[src/rtl/reg17_shift_ctrl.sv]
// Load/shift sequencer for the 17-bit result register: pulses Load, drives N
// Shift_En cycles and deserialises the LSB-first Shift_Out stream into Captured.
module reg17_shift_ctrl #(
    parameter int N      = 17,
    parameter bit ROTATE = 1'b1
) (
    input  logic                     Clk,
    input  logic                     Reset,
    input  logic                     Run,
    input  logic                     Ser_In,
    output logic                     Load,
    output logic                     Shift_En,
    output logic                     Shift_In,
    output logic                     Busy,
    output logic                     Done,
    output logic [$clog2(N+1)-1:0]   Count,
    output logic [N-1:0]             Captured
);

    localparam int CW = $clog2(N + 1);
    localparam logic [CW-1:0] LAST = CW'(N - 1);
    localparam logic [CW-1:0] FULL = CW'(N);

    typedef enum logic [1:0] {IDLE, LOAD, SHIFT, DONE} state_t;

    state_t          state_q, state_d;
    logic            run_q, run_d;
    logic [CW-1:0]   count_q, count_d;
    logic [N-1:0]    captured_q, captured_d;
    logic            load_q, load_d;
    logic            shift_en_q, shift_en_d;
    logic            busy_q, busy_d;
    logic            done_q, done_d;

    always_comb begin
        state_d    = state_q;
        run_d      = Run;
        count_d    = count_q;
        captured_d = captured_q;
        case (state_q)
            IDLE: begin
                count_d = '0;
                if (Run && !run_q) begin
                    state_d    = LOAD;
                    captured_d = '0;
                end
            end
            LOAD: begin
                state_d = SHIFT;
                count_d = '0;
            end
            SHIFT: begin
                // Ser_In is the register's bit 0 before this edge's shift.
                captured_d = {Ser_In, captured_q[N-1:1]};
                count_d    = count_q + 1'b1;
                if (count_q == LAST)
                    state_d = DONE;
            end
            DONE: begin
                count_d = FULL;
                if (!Run) begin
                    state_d = IDLE;
                    count_d = '0;
                end
            end
            default: state_d = IDLE;
        endcase
    end

    // Strobes come straight from flops keyed on the next state, so they
    // change only at the clock edge and carry no decode glitches.
    always_comb begin
        load_d     = (state_d == LOAD);
        shift_en_d = (state_d == SHIFT);
        busy_d     = (state_d == LOAD) || (state_d == SHIFT);
        done_d     = (state_d == DONE);
    end

    always_ff @(posedge Clk or posedge Reset) begin
        if (Reset) begin
            state_q    <= IDLE;
            run_q      <= 1'b0;
            count_q    <= '0;
            captured_q <= '0;
            load_q     <= 1'b0;
            shift_en_q <= 1'b0;
            busy_q     <= 1'b0;
            done_q     <= 1'b0;
        end else begin
            state_q    <= state_d;
            run_q      <= run_d;
            count_q    <= count_d;
            captured_q <= captured_d;
            load_q     <= load_d;
            shift_en_q <= shift_en_d;
            busy_q     <= busy_d;
            done_q     <= done_d;
        end
    end

    assign Load     = load_q;
    assign Shift_En = shift_en_q;
    assign Busy     = busy_q;
    assign Done     = done_q;
    assign Count    = count_q;
    assign Captured = captured_q;
    assign Shift_In = ROTATE ? Ser_In : 1'b0;

endmodule

[config.mk]
export PLATFORM = sky130hd
export DESIGN_NAME = reg17_shift_ctrl
export DESIGN_NICKNAME = d
export VERILOG_FILES = /design/src/rtl/reg17_shift_ctrl.sv
export SDC_FILE = /design/constraint.sdc
export NUM_CORES = 1
export LEC_CHECK = 0
export ABC_AREA = 1
export CORE_UTILIZATION = 46
export CTS_BUF_LIST = sky130_fd_sc_hd__clkbuf_2 sky130_fd_sc_hd__clkbuf_4 sky130_fd_sc_hd__clkbuf_8
export CTS_CLUSTER_DIAMETER = 50
export CTS_CLUSTER_SIZE = 30
export DETAILED_ROUTE_END_ITERATION = 8
export PLACE_DENSITY = 0.78
export SLEW_MARGIN = 20
export SYNTH_ARGS = -nofsm -noshare
export SYNTH_HDL_FRONTEND = slang
export SYNTH_SLANG_ARGS = --single-unit
[constraint.sdc]
create_clock -name Clk -period 1.28 [get_ports Clk]
set_input_delay 0.32 -clock Clk [delete_from_list [all_inputs] [get_ports Clk]]
set_output_delay 0.32 -clock Clk [all_outputs]
set_load 0.02 [all_outputs]
==> results.sh, run 1 <==
export IMPL_fin_crit_sh_pct=103
export IMPL_period_needed_ps=1320
export IMPL_p_per_area_nw_per_um2=2620
export IMPL_clockRootBuffer="clkbuf_4"
export IMPL_synth_cell_area_um2=1310
export IMPL_slew_viol_final=0
export IMPL_rr_startpoint="state_q[0]"
export IMPL_grt_pass1_vias=1099
export IMPL_p_clk_share_pct=17.0
export IMPL_crit_start="state_q[0]"
export IMPL_required_ps=1520
export IMPL_wl_per_cell_um=13.2
export IMPL_synth_top_area_cell="dfrtp_1"
export IMPL_synth_cell_types=21
export IMPL_timing_setup_tns_ps=-35.5
export IMPL_cell_internal_pwr_uw=2730
export IMPL_setup_slack_ps=-35.5
export IMPL_drcViolationCount=0
export IMPL_detailed_place_hpwl_um=1910
export IMPL_clock_fmax_ghz=0.760
export IMPL_yosysWarnings=0
export IMPL_max_cap_violations=0
export IMPL_leakagePower_uw=0.00104
export IMPL_drive_gt1_share_pct=48.7
export IMPL_netlist_instances=131
export IMPL_cts_buffers=5
export IMPL_status="finished, violations left"
export IMPL_ys_seq_area_share_pct=55.3
export IMPL_port_buffers=30
export IMPL_worstMarginPinSlew_ps=272
export IMPL_rsz0062_at_grt="yes"
export IMPL_initial_core_util_pct=50.6
export IMPL_final_cell_mix="39 x nand2_1, 26 x dfrtp_1, 25 x buf_2, 25 x buf_4"
export IMPL_p_seq_share_pct=31.6
export IMPL_cts_buffer_depth=2
export IMPL_netlist_area_leader_share_pct=55.3
export IMPL_vias=1087
export IMPL_rows=18
export IMPL_avgSynthCellArea_um2=10.0
export IMPL_fin_skew_ps=8.52
export IMPL_final_common_cell="nand2_1"
export IMPL_relSlewSlack_pct=81.8
export IMPL_syn_nets=140
export IMPL_synth_seq_cells=29
export IMPL_whs_ps=258
export IMPL_clock_latency_ps=330
export IMPL_swShare_pct=42.6
export IMPL_hold_buffers=0
export IMPL_io_pins=31
export IMPL_rr_worst_depth=6
export IMPL_hold_viol_final=0
export IMPL_final_util_pct=70.0
export IMPL_arrival_ps=1550
export IMPL_grt_use_total_pct=20.1
export IMPL_nets=197
export IMPL_dr_first_iter_drc_count=36
export IMPL_reg2reg_to="Busy"
export IMPL_critPathKind="flop to flop"
export IMPL_routed_via_density=4.96
export IMPL_setup_viol=1
export IMPL_totalWireLength_um=2890
export IMPL_grt_max_degree=30
export IMPL_place_gp_congestion=0.744
export IMPL_grt_ovfl_total=0
export IMPL_path_clk_slew_ps=90
export IMPL_die_w_um=55.4
export IMPL_critPathMaxFanout=5
export IMPL_crit_path_start_kind="flop"
export IMPL_min_path_type="input port to flop"
export IMPL_r2r_setup_slack_ps=-40
export IMPL_peakVddDrop_uv=1970
export IMPL_cts_tree="done"
export IMPL_htree_levels=2
export IMPL_die_h_um=55.4
export IMPL_violations="setup timing"
export IMPL_syn2layout_area_growth_pct=38.2
export IMPL_cts_sinks=29
export IMPL_grt_pass1_wl_um=4820
export IMPL_antenna_found_initial=0
export IMPL_ant_nets=0
export IMPL_synth_area_leaders="dfrtp_1 55%, nand2_1 12%, nand3_2 7.6%"
export IMPL_cp_end_kind="flop"
export IMPL_antenna_cells=0
export IMPL_crit_path_end="Busy"
export IMPL_core_area_um2=2590
export IMPL_drt_pass1_iter_count=4
export IMPL_die_area_um2=3070
export IMPL_p_switching_uw=2020
export IMPL_power_frac_comb_pct=51.5
==> synthesized netlist by cell type, drive strengths merged <==
cell / number
a21oi: 1
buf: 5
dfrtp: 29
ha: 5
inv: 13
nand2: 41
nand3: 24
nand3b: 1
nand4: 1
nor2: 9
o21ai: 2
==> power by group through the flow <==
stage               clock network, uW  registers (uW)  logic, uW
finish                            806            1500       2440
global route                      863            1530       2650
CTS                               822            1490       2350
detailed placement                  0            1510       2560
global placement                    0            1490       2470
floorplan                           0            1950        985
==> through the flow <==
| step | std cells | setup WS, ps | cell area, um2 | power [uW] |
|---|---|---|---|---|
| floorplan | 131 | -35.0 | 1310 | 2930 |
| global placement | 210 | -437 | 1790 | 3960 |
| detailed placement | 210 | -446 | 1790 | 4070 |
| CTS | 219 | -2.29 | 1770 | 4660 |
| global route | 219 | -77.8 | 1810 | 5050 |
| finish | 219 | -35.5 | 1810 | 4750 |
==> cells by family after synthesis <==
group | synth area share [%]
buffers and inverters | 8.40
flip-flops | 55.3
AO/OA/AOI/OAI | 1.43
adder cells (fa/ha/maj) | 4.77
AND/OR/NAND/NOR | 30.1
==> sequential cells by signal, indices dropped and copies added, names as in the netlist <==
| signal | cells |
|---|---|
| Captured | 17 |
| Count | 5 |
| state_q | 2 |
| Busy | 1 |
| Done | 1 |
| Load | 1 |
| Shift_En | 1 |
| run_q | 1 |
==> worst max-delay path, cell delays in order, from the launching register on <==
cell     delay (ps)
dfrtp_2         460
nor2_1          170
nand3_1         140
inv_1           130
nor2_4           60
ha_4            250
inv_2            20
==> repair_timing <==
action,in CTS,in global routing
pin swaps,3,4
gates resized for setup,112,15
buffers inserted,1,0
endpoints found under the setup margin,30,11
==> worst min-delay path by stage <==
stage	startpoint	to	slack, ps	depth (start not counted)
after CTS	Reset	Captured[8]	320	3
final	Ser_In	Captured[16]	260	3
after floorplan	Run	run_q	350	0
after detailed placement	Captured[0]	Captured[0]	510	2
after global routing	Ser_In	Captured[16]	290	3
after global placement	Captured[0]	Captured[0]	480	2
==> layer usage <==
metal  vias to the layer above  part of all wire [%]  track usage (%)  wire length (um)
li1                        528                     -                -                 -
met1                       525                    42             23.3              1220
met2                        29                    51             34.3              1480
met3                         5                   5.8             7.49               169
met4                         0                   1.0             6.07                29
met5                         -                     0                0                 0
==> cell type report <==
class | instances | area [um2]
multi-input combinational | 84 | 528
clock inverter | 1 | 30.0
fill | 210 | 778
timing repair buffer | 55 | 377
inverter | 13 | 51.3
clock buffer | 7 | 58.8
tap | 30 | 37.5
sequential | 29 | 729
Power figures use the tool's default switching activity.
==> run 2: changes to the inputs <==
Settings changed: CTS_CLUSTER_DIAMETER 50 to 120.
==> results of run 2 <==
The final DEF is identical to that of run 1; final timing and power are the same.
==> run 3: changes to the inputs <==
Settings changed: CORE_UTILIZATION 46 to 51, PLACE_DENSITY 0.78 to 0.82.
Clock period 1.28 ns to 1.45 ns, I/O delays scaled along.
==> results.sh, run 3 (same netlist as run 1, synthesis figures left out) <==
export IMPL_critPathMaxFanout=3
export IMPL_core_area_um2=2450
export IMPL_wl_per_cell_um=12.2
export IMPL_rsz0062_at_grt="yes"
export IMPL_hold_viol_final=0
export IMPL_num_fill_cells=213
export IMPL_grt_ovfl_total=0
export IMPL_syn2layout_area_growth_pct=29.1
export IMPL_drt_pass1_iter_count=4
export IMPL_grt_pass1_vias=949
export IMPL_rows=18
export IMPL_crit_start="Captured[15]"
export IMPL_cp_end_kind="output pin"
export IMPL_placed_area_um2=1670
export IMPL_regArea_um2=726
export IMPL_largest_reg_flops=17
export IMPL_htree_levels=2
export IMPL_detailed_place_hpwl_um=1740
export IMPL_reg2reg_to="Busy"
export IMPL_crit_path_max_incr_delay_ps=400
export IMPL_slew_viol_final=0
export IMPL_setup_slack_ps=30.0
export IMPL_cts_setup_buffers=0
export IMPL_ant_nets=0
export IMPL_timing_setup_tns_ps=0
export IMPL_cts_buffer_depth=2
export IMPL_min_path_type="input port to async pin"
export IMPL_clock_fmax_ghz=0.704
export IMPL_clockRootBuffer="clkbuf_4"
export IMPL_grtUsageMet3_pct=8.70
export IMPL_arrival_ps=1060
export IMPL_slowest_stage="dfrtp_1"
export IMPL_cts_sinks=29
export IMPL_grt_max_degree=30
export IMPL_grt_busiest_layer="met2"
export IMPL_path_cells="dlygate4sd2_1"
export IMPL_worstMarginPinSlew_ps=267
export IMPL_design_area_um2=1690
export IMPL_final_cell_mix="41 x nand2_1, 29 x dfrtp_1, 13 x nand3_1, 13 x clkdlybuf4s15_1"
export IMPL_io_pins=31
export IMPL_drive_gt1_share_pct=23.7
export IMPL_leakagePower_uw=0.000939
export IMPL_total_power_uw=3640
export IMPL_antenna_cells=0
export IMPL_rr_startpoint="Count[0]"
export IMPL_antenna_found_initial=0
export IMPL_setup_viol=0
export IMPL_pre_cts_slack_ps=-371
export IMPL_crit_buf_inv=1
export IMPL_cts_tree="done"
export IMPL_status="finished clean"
export IMPL_r2r_setup_slack_ps=60
export IMPL_max_cap_violations=0
export IMPL_rr_worst_depth=9
export IMPL_fin_skew_ps=9.50
export IMPL_grt_use_total_pct=20.7
export IMPL_die_area_um2=2780
export IMPL_whs_ps=354
export IMPL_multiInputGateArea_um2=483
export IMPL_grt_pass1_wl_um=3930
export IMPL_final_common_cell="nand2_1"
export IMPL_totalWireLength_um=2470
export IMPL_place_gp_congestion=0.725
export IMPL_use_met2_pct=35.9
export IMPL_crit_path_start_kind="flop"
export IMPL_required_ps=1090
export IMPL_path_clk_slew_ps=100
export IMPL_clock_latency_ps=340
export IMPL_p_per_area_nw_per_um2=2150
export IMPL_relSlewSlack_pct=82.2
export IMPL_initial_core_util_pct=53.4
export IMPL_cp_top_family="flip-flops"
export IMPL_hold_buffers=0
export IMPL_die_h_um=52.7
export IMPL_use_met1_pct=22.7
export IMPL_die_w_um=52.7
export IMPL_period_needed_ps=1420
export IMPL_fin_crit_sh_pct=97.9
export IMPL_drcViolationCount=0
export IMPL_port_buffers=30
export IMPL_critPathKind="flop to output pin"
export IMPL_vias=1012
export IMPL_nets=181
export IMPL_routed_via_density=4.99
export IMPL_cts_buffers=5
export IMPL_dr_first_iter_drc_count=11
export IMPL_peakVddDrop_uv=1290
-- run 3: cell count changes in the layout (fill, tap and decap cells not counted), moves of 4 or more --
cell             delta
inv_1               +4
clkdlybuf4s15_1    +13
buf_2              -23
dlygate4sd2_1       +8
inv_2               -4
buf_4              -17
clkbuf_2            +4
-- run 3: final cells by class --
type,count,share of cell area (%)
Tap cell,30,2.22
Multi-Input combinational cell,84,28.5
Sequential cell,29,42.9
Clock buffer,6,2.66
Inverter,13,3.03
Clock inverter,2,0.591
Timing Repair Buffer,39,20.1
-- run 3: worst max-delay path by stage --
stage,end,cells past startpoint,slack [ps]
after global placement,Shift_In,2,-350
after global routing,Busy,9,-40
after detailed placement,Shift_In,2,-370
after CTS,Captured[11],1,0.6
after floorplan,Busy,9,80
final,Captured[15],1,30
-- run 3: routing by layer --
| layer | part of all wire, % | vias up |
|---|---|---|
| met3 | 6.6 | 5 |
| met4 | 1.1 | 0 |
| met1 | 41 | 477 |
| met5 | 0 | - |
| li1 | - | 497 |
| met2 | 51 | 33 |
-- run 3: report_power, final --
group | leakage, uW | switching [uW] | internal [uW]
Combinational | 0.000526 | 1120 | 673
Clock | 0.0000354 | 285 | 203
Sequential | 0.000378 | 248 | 1120
-- run 3: repair_timing --
action                                 CTS  global route
endpoints found under the hold margin    0             0
setup endpoints to repair               27            20
gates resized for setup                 36            20
pin swaps                                0             2
-- run 3: through the flow --
step	utilization [%]	instances
global placement	68.0	195
floorplan	-	131
finish	69.0	203
detailed placement	68.0	195
CTS	69.1	203
global route	69.0	203
